[src/rtl/apb_cmd_master.sv]
// -----------------------------------------------------------------------------
// apb_cmd_master
//   APB4 initiator. Takes one command at a time from a valid/ready port,
//   runs the SETUP / ACCESS phases on the APB bus and returns read data and
//   the slave error flag on a registered valid/ready response port. Only one
//   transfer is ever outstanding.
//
// Optional feature (compile-time macro):
//   APB_CMD_MASTER_TIMEOUT_EN - when defined, an ACCESS phase that sees
//   PREADY=0 for TIMEOUT_CYCLES cycles is aborted with rsp_err=1 and
//   rsp_rdata=0. When undefined, ACCESS waits for PREADY indefinitely.
//
// Parameters:
//   PADDR_SIZE      APB address width
//   PDATA_SIZE      APB data width (multiple of 8), PSTRB is PDATA_SIZE/8 wide
//   TIMEOUT_CYCLES  ACCESS wait limit (timeout build only)
//
// Ports:
//   PCLK, PRESET         clock (rising edge), asynchronous active-high reset
//   cmd_valid/cmd_ready  command handshake
//   cmd_write, cmd_addr, cmd_wdata, cmd_strb, cmd_prot  command payload
//   rsp_valid/rsp_ready  response handshake
//   rsp_rdata, rsp_err   response payload (rdata is 0 for writes and aborts)
//   PSEL, PENABLE, PPROT, PADDR, PWRITE, PSTRB, PWDATA  APB master outputs
//   PRDATA, PREADY, PSLVERR                             APB slave returns
// -----------------------------------------------------------------------------
module apb_cmd_master #(
  parameter int PADDR_SIZE     = 16,
  parameter int PDATA_SIZE     = 32,
  parameter int TIMEOUT_CYCLES = 256
) (
  input  logic                    PCLK,
  input  logic                    PRESET,
  input  logic                    cmd_valid,
  output logic                    cmd_ready,
  input  logic                    cmd_write,
  input  logic [PADDR_SIZE-1:0]   cmd_addr,
  input  logic [PDATA_SIZE-1:0]   cmd_wdata,
  input  logic [PDATA_SIZE/8-1:0] cmd_strb,
  input  logic [2:0]              cmd_prot,
  output logic                    rsp_valid,
  input  logic                    rsp_ready,
  output logic [PDATA_SIZE-1:0]   rsp_rdata,
  output logic                    rsp_err,
  output logic                    PSEL,
  output logic                    PENABLE,
  output logic [2:0]              PPROT,
  output logic [PADDR_SIZE-1:0]   PADDR,
  output logic                    PWRITE,
  output logic [PDATA_SIZE/8-1:0] PSTRB,
  output logic [PDATA_SIZE-1:0]   PWDATA,
  input  logic [PDATA_SIZE-1:0]   PRDATA,
  input  logic                    PREADY,
  input  logic                    PSLVERR
);

  localparam int STRB_SIZE = PDATA_SIZE / 8;

  // Reject parameter sets the datapath cannot represent.
  if (((PDATA_SIZE % 8) != 0) || (TIMEOUT_CYCLES < 1)) begin : g_param_check
    $error("apb_cmd_master: PDATA_SIZE must be a multiple of 8 and TIMEOUT_CYCLES >= 1");
  end

  typedef enum logic [1:0] {
    ST_IDLE   = 2'd0,
    ST_SETUP  = 2'd1,
    ST_ACCESS = 2'd2,
    ST_RESP   = 2'd3
  } state_t;

  state_t                 state_r;
  state_t                 state_next_s;

  logic                   cmd_ready_r;
  logic                   rsp_valid_r;
  logic                   psel_r;
  logic                   penable_r;
  logic [2:0]             pprot_r;
  logic [PADDR_SIZE-1:0]  paddr_r;
  logic                   pwrite_r;
  logic [STRB_SIZE-1:0]   pstrb_r;
  logic [PDATA_SIZE-1:0]  pwdata_r;
  logic [PDATA_SIZE-1:0]  rsp_rdata_r;
  logic                   rsp_err_r;

  logic                   accept_s;
  logic                   xfer_done_s;
  logic                   abort_s;

  // cmd_ready_r is only ever high in IDLE, so it alone qualifies acceptance.
  assign accept_s    = cmd_ready_r & cmd_valid;
  // In ACCESS both PSEL and PENABLE are high, so PREADY alone completes.
  assign xfer_done_s = (state_r == ST_ACCESS) & PREADY;

`ifdef APB_CMD_MASTER_TIMEOUT_EN
  localparam int CNT_W = $clog2(TIMEOUT_CYCLES + 1);

  logic [CNT_W-1:0] wait_cnt_r;

  // The abort fires on the ACCESS cycle whose increment would reach the
  // limit; PREADY on that same cycle wins via xfer_done_s.
  assign abort_s = (state_r == ST_ACCESS) & ~PREADY &
                   (wait_cnt_r == CNT_W'(TIMEOUT_CYCLES - 1));

  // ACCESS wait counter: cleared while in SETUP so it starts at 0 on ACCESS entry.
  always_ff @(posedge PCLK or posedge PRESET) begin
    if (PRESET) begin
      wait_cnt_r <= {CNT_W{1'b0}};
    end else if (state_r == ST_SETUP) begin
      wait_cnt_r <= {CNT_W{1'b0}};
    end else if ((state_r == ST_ACCESS) && !PREADY) begin
      wait_cnt_r <= wait_cnt_r + CNT_W'(1);
    end else begin
      wait_cnt_r <= wait_cnt_r;
    end
  end
`else
  assign abort_s = 1'b0;
`endif

  // Next-state logic.
  always_comb begin
    state_next_s = state_r;
    case (state_r)
      ST_IDLE: begin
        if (accept_s) begin
          state_next_s = ST_SETUP;
        end else begin
          state_next_s = ST_IDLE;
        end
      end
      ST_SETUP: begin
        state_next_s = ST_ACCESS;
      end
      ST_ACCESS: begin
        if (xfer_done_s || abort_s) begin
          state_next_s = ST_RESP;
        end else begin
          state_next_s = ST_ACCESS;
        end
      end
      ST_RESP: begin
        if (rsp_ready) begin
          state_next_s = ST_IDLE;
        end else begin
          state_next_s = ST_RESP;
        end
      end
      default: begin
        state_next_s = ST_IDLE;
      end
    endcase
  end

  // State register plus handshake/phase flags decoded from the next state,
  // so every control output comes straight from a flop.
  always_ff @(posedge PCLK or posedge PRESET) begin
    if (PRESET) begin
      state_r     <= ST_IDLE;
      cmd_ready_r <= 1'b0;
      psel_r      <= 1'b0;
      penable_r   <= 1'b0;
      rsp_valid_r <= 1'b0;
    end else begin
      state_r     <= state_next_s;
      cmd_ready_r <= (state_next_s == ST_IDLE);
      psel_r      <= (state_next_s == ST_SETUP) || (state_next_s == ST_ACCESS);
      penable_r   <= (state_next_s == ST_ACCESS);
      rsp_valid_r <= (state_next_s == ST_RESP);
    end
  end

  // Request payload: captured at accept and held until the next accept.
  // Strobes and write data are zeroed for reads.
  always_ff @(posedge PCLK or posedge PRESET) begin
    if (PRESET) begin
      paddr_r  <= {PADDR_SIZE{1'b0}};
      pwrite_r <= 1'b0;
      pprot_r  <= 3'b000;
      pstrb_r  <= {STRB_SIZE{1'b0}};
      pwdata_r <= {PDATA_SIZE{1'b0}};
    end else if (accept_s) begin
      paddr_r  <= cmd_addr;
      pwrite_r <= cmd_write;
      pprot_r  <= cmd_prot;
      pstrb_r  <= cmd_write ? cmd_strb  : {STRB_SIZE{1'b0}};
      pwdata_r <= cmd_write ? cmd_wdata : {PDATA_SIZE{1'b0}};
    end else begin
      paddr_r  <= paddr_r;
      pwrite_r <= pwrite_r;
      pprot_r  <= pprot_r;
      pstrb_r  <= pstrb_r;
      pwdata_r <= pwdata_r;
    end
  end

  // Response payload: captured on completion or abort, held through RESP.
  always_ff @(posedge PCLK or posedge PRESET) begin
    if (PRESET) begin
      rsp_rdata_r <= {PDATA_SIZE{1'b0}};
      rsp_err_r   <= 1'b0;
    end else if (xfer_done_s) begin
      rsp_rdata_r <= pwrite_r ? {PDATA_SIZE{1'b0}} : PRDATA;
      rsp_err_r   <= PSLVERR;
    end else if (abort_s) begin
      rsp_rdata_r <= {PDATA_SIZE{1'b0}};
      rsp_err_r   <= 1'b1;
    end else begin
      rsp_rdata_r <= rsp_rdata_r;
      rsp_err_r   <= rsp_err_r;
    end
  end

  assign cmd_ready = cmd_ready_r;
  assign rsp_valid = rsp_valid_r;
  assign rsp_rdata = rsp_rdata_r;
  assign rsp_err   = rsp_err_r;
  assign PSEL      = psel_r;
  assign PENABLE   = penable_r;
  assign PPROT     = pprot_r;
  assign PADDR     = paddr_r;
  assign PWRITE    = pwrite_r;
  assign PSTRB     = pstrb_r;
  assign PWDATA    = pwdata_r;

endmodule

[config.mk]
export PLATFORM = sky130hd
export DESIGN_NAME = apb_cmd_master
export DESIGN_NICKNAME = d
export VERILOG_FILES = /design/src/rtl/apb_cmd_master.sv
export SDC_FILE = /design/constraint.sdc
export NUM_CORES = 1
export LEC_CHECK = 0
export CAP_MARGIN = 0
export CORE_MARGIN = 3
export CORE_UTILIZATION = 42
export CTS_CLUSTER_DIAMETER = 120
export DETAILED_ROUTE_END_ITERATION = 16
export GPL_ROUTABILITY_DRIVEN = 0
export GPL_TIMING_DRIVEN = 0
export PLACE_DENSITY = 0.85
export SLEW_MARGIN = 20
export SYNTH_ARGS = -nofsm -noshare
export SYNTH_HDL_FRONTEND = slang
export SYNTH_SLANG_ARGS = --single-unit
[constraint.sdc]
create_clock -name PCLK -period 4.36 [get_ports PCLK]
set_clock_uncertainty 0.1 [all_clocks]
set_input_delay 1.09 -clock PCLK [delete_from_list [all_inputs] [get_ports PCLK]]
set_output_delay 1.09 -clock PCLK [all_outputs]
set_load 0.03 [all_outputs]
==> results.py <==
metrics = {
    "job": {
        "cap_violations": 0,
    },
    "hold_path": {
        "hold_path_class": "reg -> reg",
        "hold_start": "rsp_rdata[22]",
        "min_path_cells": 1,
    },
    "sta": {
        "finalSetupTns_ns": 0,
        "slew_headroom_pct": 66.8,
        "fin_crit_sh_pct": 63.2,
        "hold_viol": 0,
        "period_minus_slack_ns": 2.76,
        "final_max_slew_viol_count": 0,
        "tightest_slew_ns": 0.498,
        "fmax_mhz": 363,
        "setup_viol": 0,
        "grt_setup_unrepaired": "false",
        "setup_ws_ns": 1.60,
    },
    "cells_and_area": {
        "nets": 621,
        "fin_util_pct": 68.2,
        "drive_gt1_share_pct": 15.9,
        "finalNonFillerCells": 657,
        "antenna_cells": 0,
        "syn_to_final_growth_pct": 53.5,
    },
    "run_status": {
        "status": "finished clean",
    },
    "clock_network": {
        "cts-root-buf": "clkbuf_8",
        "cts_resized": 0,
        "cts_made_buffers": 9,
        "cts_hold_buf": 0,
        "h-tree-depth": 3,
        "postCtsSetupBuffers": 0,
        "cts.sinks": 95,
        "clock_path_buffers": 2,
        "cts_tree": "done",
        "clkLatencyLatePin_ns": 0.35,
        "clkSlewWorstSetupHoldPaths_ns": 0.08,
    },
    "synthesis": {
        "yosys.area.top_type": "dfrtp_1",
        "synth_area_leaders": "dfrtp_1, mux2_4, nand4_1",
        "syn-instance-count": 328,
        "synth_edf_count": 0,
        "synth_top_area_share_pct": 56.3,
        "netlist-cell-type-count": 22,
        "ys_seq_area_share_pct": 56.3,
        "async_flop_share_pct": 100,
        "avgSynthCellArea_um2": 12.9,
        "synth.net_count": 425,
        "ys.flop_type": "dfrtp_1",
        "synth_seq_cells": 95,
        "syn_area_um2": 4220,
        "synth_commonest_cells": "dfrtp_1, mux2_4, inv_1",
        "synth_warnings": 0,
        "yosysMostFrequentCell": "dfrtp_1",
    },
    "global_routing": {
        "grt_first_pass_wirelength_um": 19300,
        "grt_start_max_net_pins": 60,
        "grt_pass1_vias": 3528,
        "grt_overflow": 0,
        "grt_use_total_pct": 21.6,
        "grt_antenna_before_repair": 0,
    },
    "critical_path": {
        "critPathLaunchType": "flop",
        "path_depth": 1,
        "path_buf_inv": 1,
        "cp.required_ns": 3.17,
        "crit_path_max_fanout": 7,
        "reg2reg_depth": 6,
        "critical_path_arrival_ns": 1.57,
        "critPathMaxStageDelay_ns": 0.73,
        "crit_start": "PWRITE",
        "endpoint": "PWRITE",
        "r2r_slack_ns": 2.49,
        "crit_type": "reg -> out",
        "critical-path-top-delay-family": "buffers and inverters",
        "path_cells": "clkdlybuf4s50_1",
        "worstReg2RegEnd": "PSEL",
        "worst_path_max_delay_cell": "clkdlybuf4s50_1",
        "worst_setup_path_end_kind": "output pin",
        "r2r-start": "cmd_ready",
    },
    "floorplan": {
        "die-area_um2": 11300,
        "pin_count": 187,
        "core.rowCount": 35,
        "core_area_um2": 9500,
        "die_x_um": 106,
        "initial_utilization_pct": 44.4,
        "die_h_um": 106,
    },
    "route": {
        "wl_per_cell_um": 17.8,
        "vias_per_cell": 4.90,
        "ant_nets": 0,
        "drt_iter0_markers": 178,
        "dr.pass1.iters": 4,
        "drc": 0,
        "drt_wl_total_um": 11700,
        "num_vias": 3219,
    },
    "placement": {
        "detailed_place_hpwl_um": 8710,
        "post-place-ws_ns": 1.63,
        "post-place-cells": 642,
        "port_buffers": 184,
    },
    "power": {
        "p_leak_uw": 0.00279,
        "vdd_ir_drop_max_uv": 345,
        "power_density_nw_per_um2": 760,
    },
}
## kinds of logic (layout without fill, tap and decap cells)
kind of cell	after synthesis	in the layout	share of synthesized area [%]
AO/OA/AOI/OAI	39	39	4.83
multiplexers	53	53	18.6
AND/OR/NAND/NOR	75	75	11.1
buffers and inverters	63	263	8.24
adder cells (fa/ha/maj)	3	3	0.890
flip-flops	95	95	56.3
## how the worst min path moves through the flow
stage | endpoint | slack (ns)
6_report | rsp_rdata[22] | 0.41
5_1_grt | PADDR[13] | 0.43
4_1_cts | rsp_rdata[22] | 0.42
3_5_place_dp | rsp_rdata[24] | 0.39
3_3_place_gp | rsp_rdata[20] | 0.39
2_1_floorplan | state_r[0] | 0.50
## registers in the layout (all words and copies together) (netlist names), 2 cells and up
name       count
PPROT          3
state_r        2
PADDR         16
rsp_rdata     32
PWDATA        32
PSTRB          4
## where the power goes
part | internal (uW) | switching (uW) | total [uW] | leakage, uW
clock | 337 | 294 | 631 | 0.000112
combinational | 1320 | 1450 | 2770 | 0.00149
sequential | 1280 | 244 | 1530 | 0.00119
## final cells by class
class | count | area (um2)
Clock buffer | 10 | 138
Sequential cell | 95 | 2380
Buffer | 26 | 209
Clock inverter | 5 | 82.6
Multi-Input combinational cell | 170 | 1500
Tap cell | 129 | 161
Timing Repair Buffer | 185 | 1870
Fill cell | 700 | 3030
Inverter | 37 | 144
## placed cells by master, fill, tap and decap left out
| master | n |
|---|---|
| clkbuf_8 | 10 |
| inv_1 | 36 |
| nor2b_1 | 30 |
| a32oi_1 | 1 |
| buf_2 | 2 |
| ha_1 | 3 |
| inv_6 | 1 |
| o21ai_0 | 17 |
| nand2_1 | 1 |
| and2b_1 | 3 |
| clkdlybuf4s50_1 | 184 |
| buf_16 | 1 |
| clkinv_4 | 2 |
| mux2_4 | 50 |
| nor2_1 | 1 |
| and3b_1 | 1 |
| buf_6 | 8 |
| nand4_1 | 36 |
| buf_12 | 3 |
| o21ai_1 | 20 |
| and2_1 | 1 |
| bufinv_16 | 2 |
| clkinv_2 | 1 |
| or2_2 | 1 |
| mux2_2 | 3 |
| clkbuf_1 | 13 |
| a32o_1 | 1 |
| nand3_1 | 1 |
| dfrtp_1 | 95 |
## per-stage QoR
| step | hold WS (ns) | power (uW) | cell area [um2] |
|---|---|---|---|
| 5_1_grt | 0.426 | 5180 | 6480 |
| 3_5_place_dp | 0.391 | 4320 | 6260 |
| 6_report | 0.412 | 4930 | 6480 |
| 2_1_floorplan | 0.498 | 3180 | 4220 |
| 4_1_cts | 0.417 | 4980 | 6480 |
| 3_3_place_gp | 0.388 | 4230 | 6220 |
## routing by layer
layer,vias up,track usage (%),wire length (um)
met2,134,36.2,5740
li1,1499,-,-
met1,1574,27.1,4850
met4,0,5.55,191
met5,-,0,0
met3,12,6.86,873
Note: power is estimated with default switching activity, not from simulation.
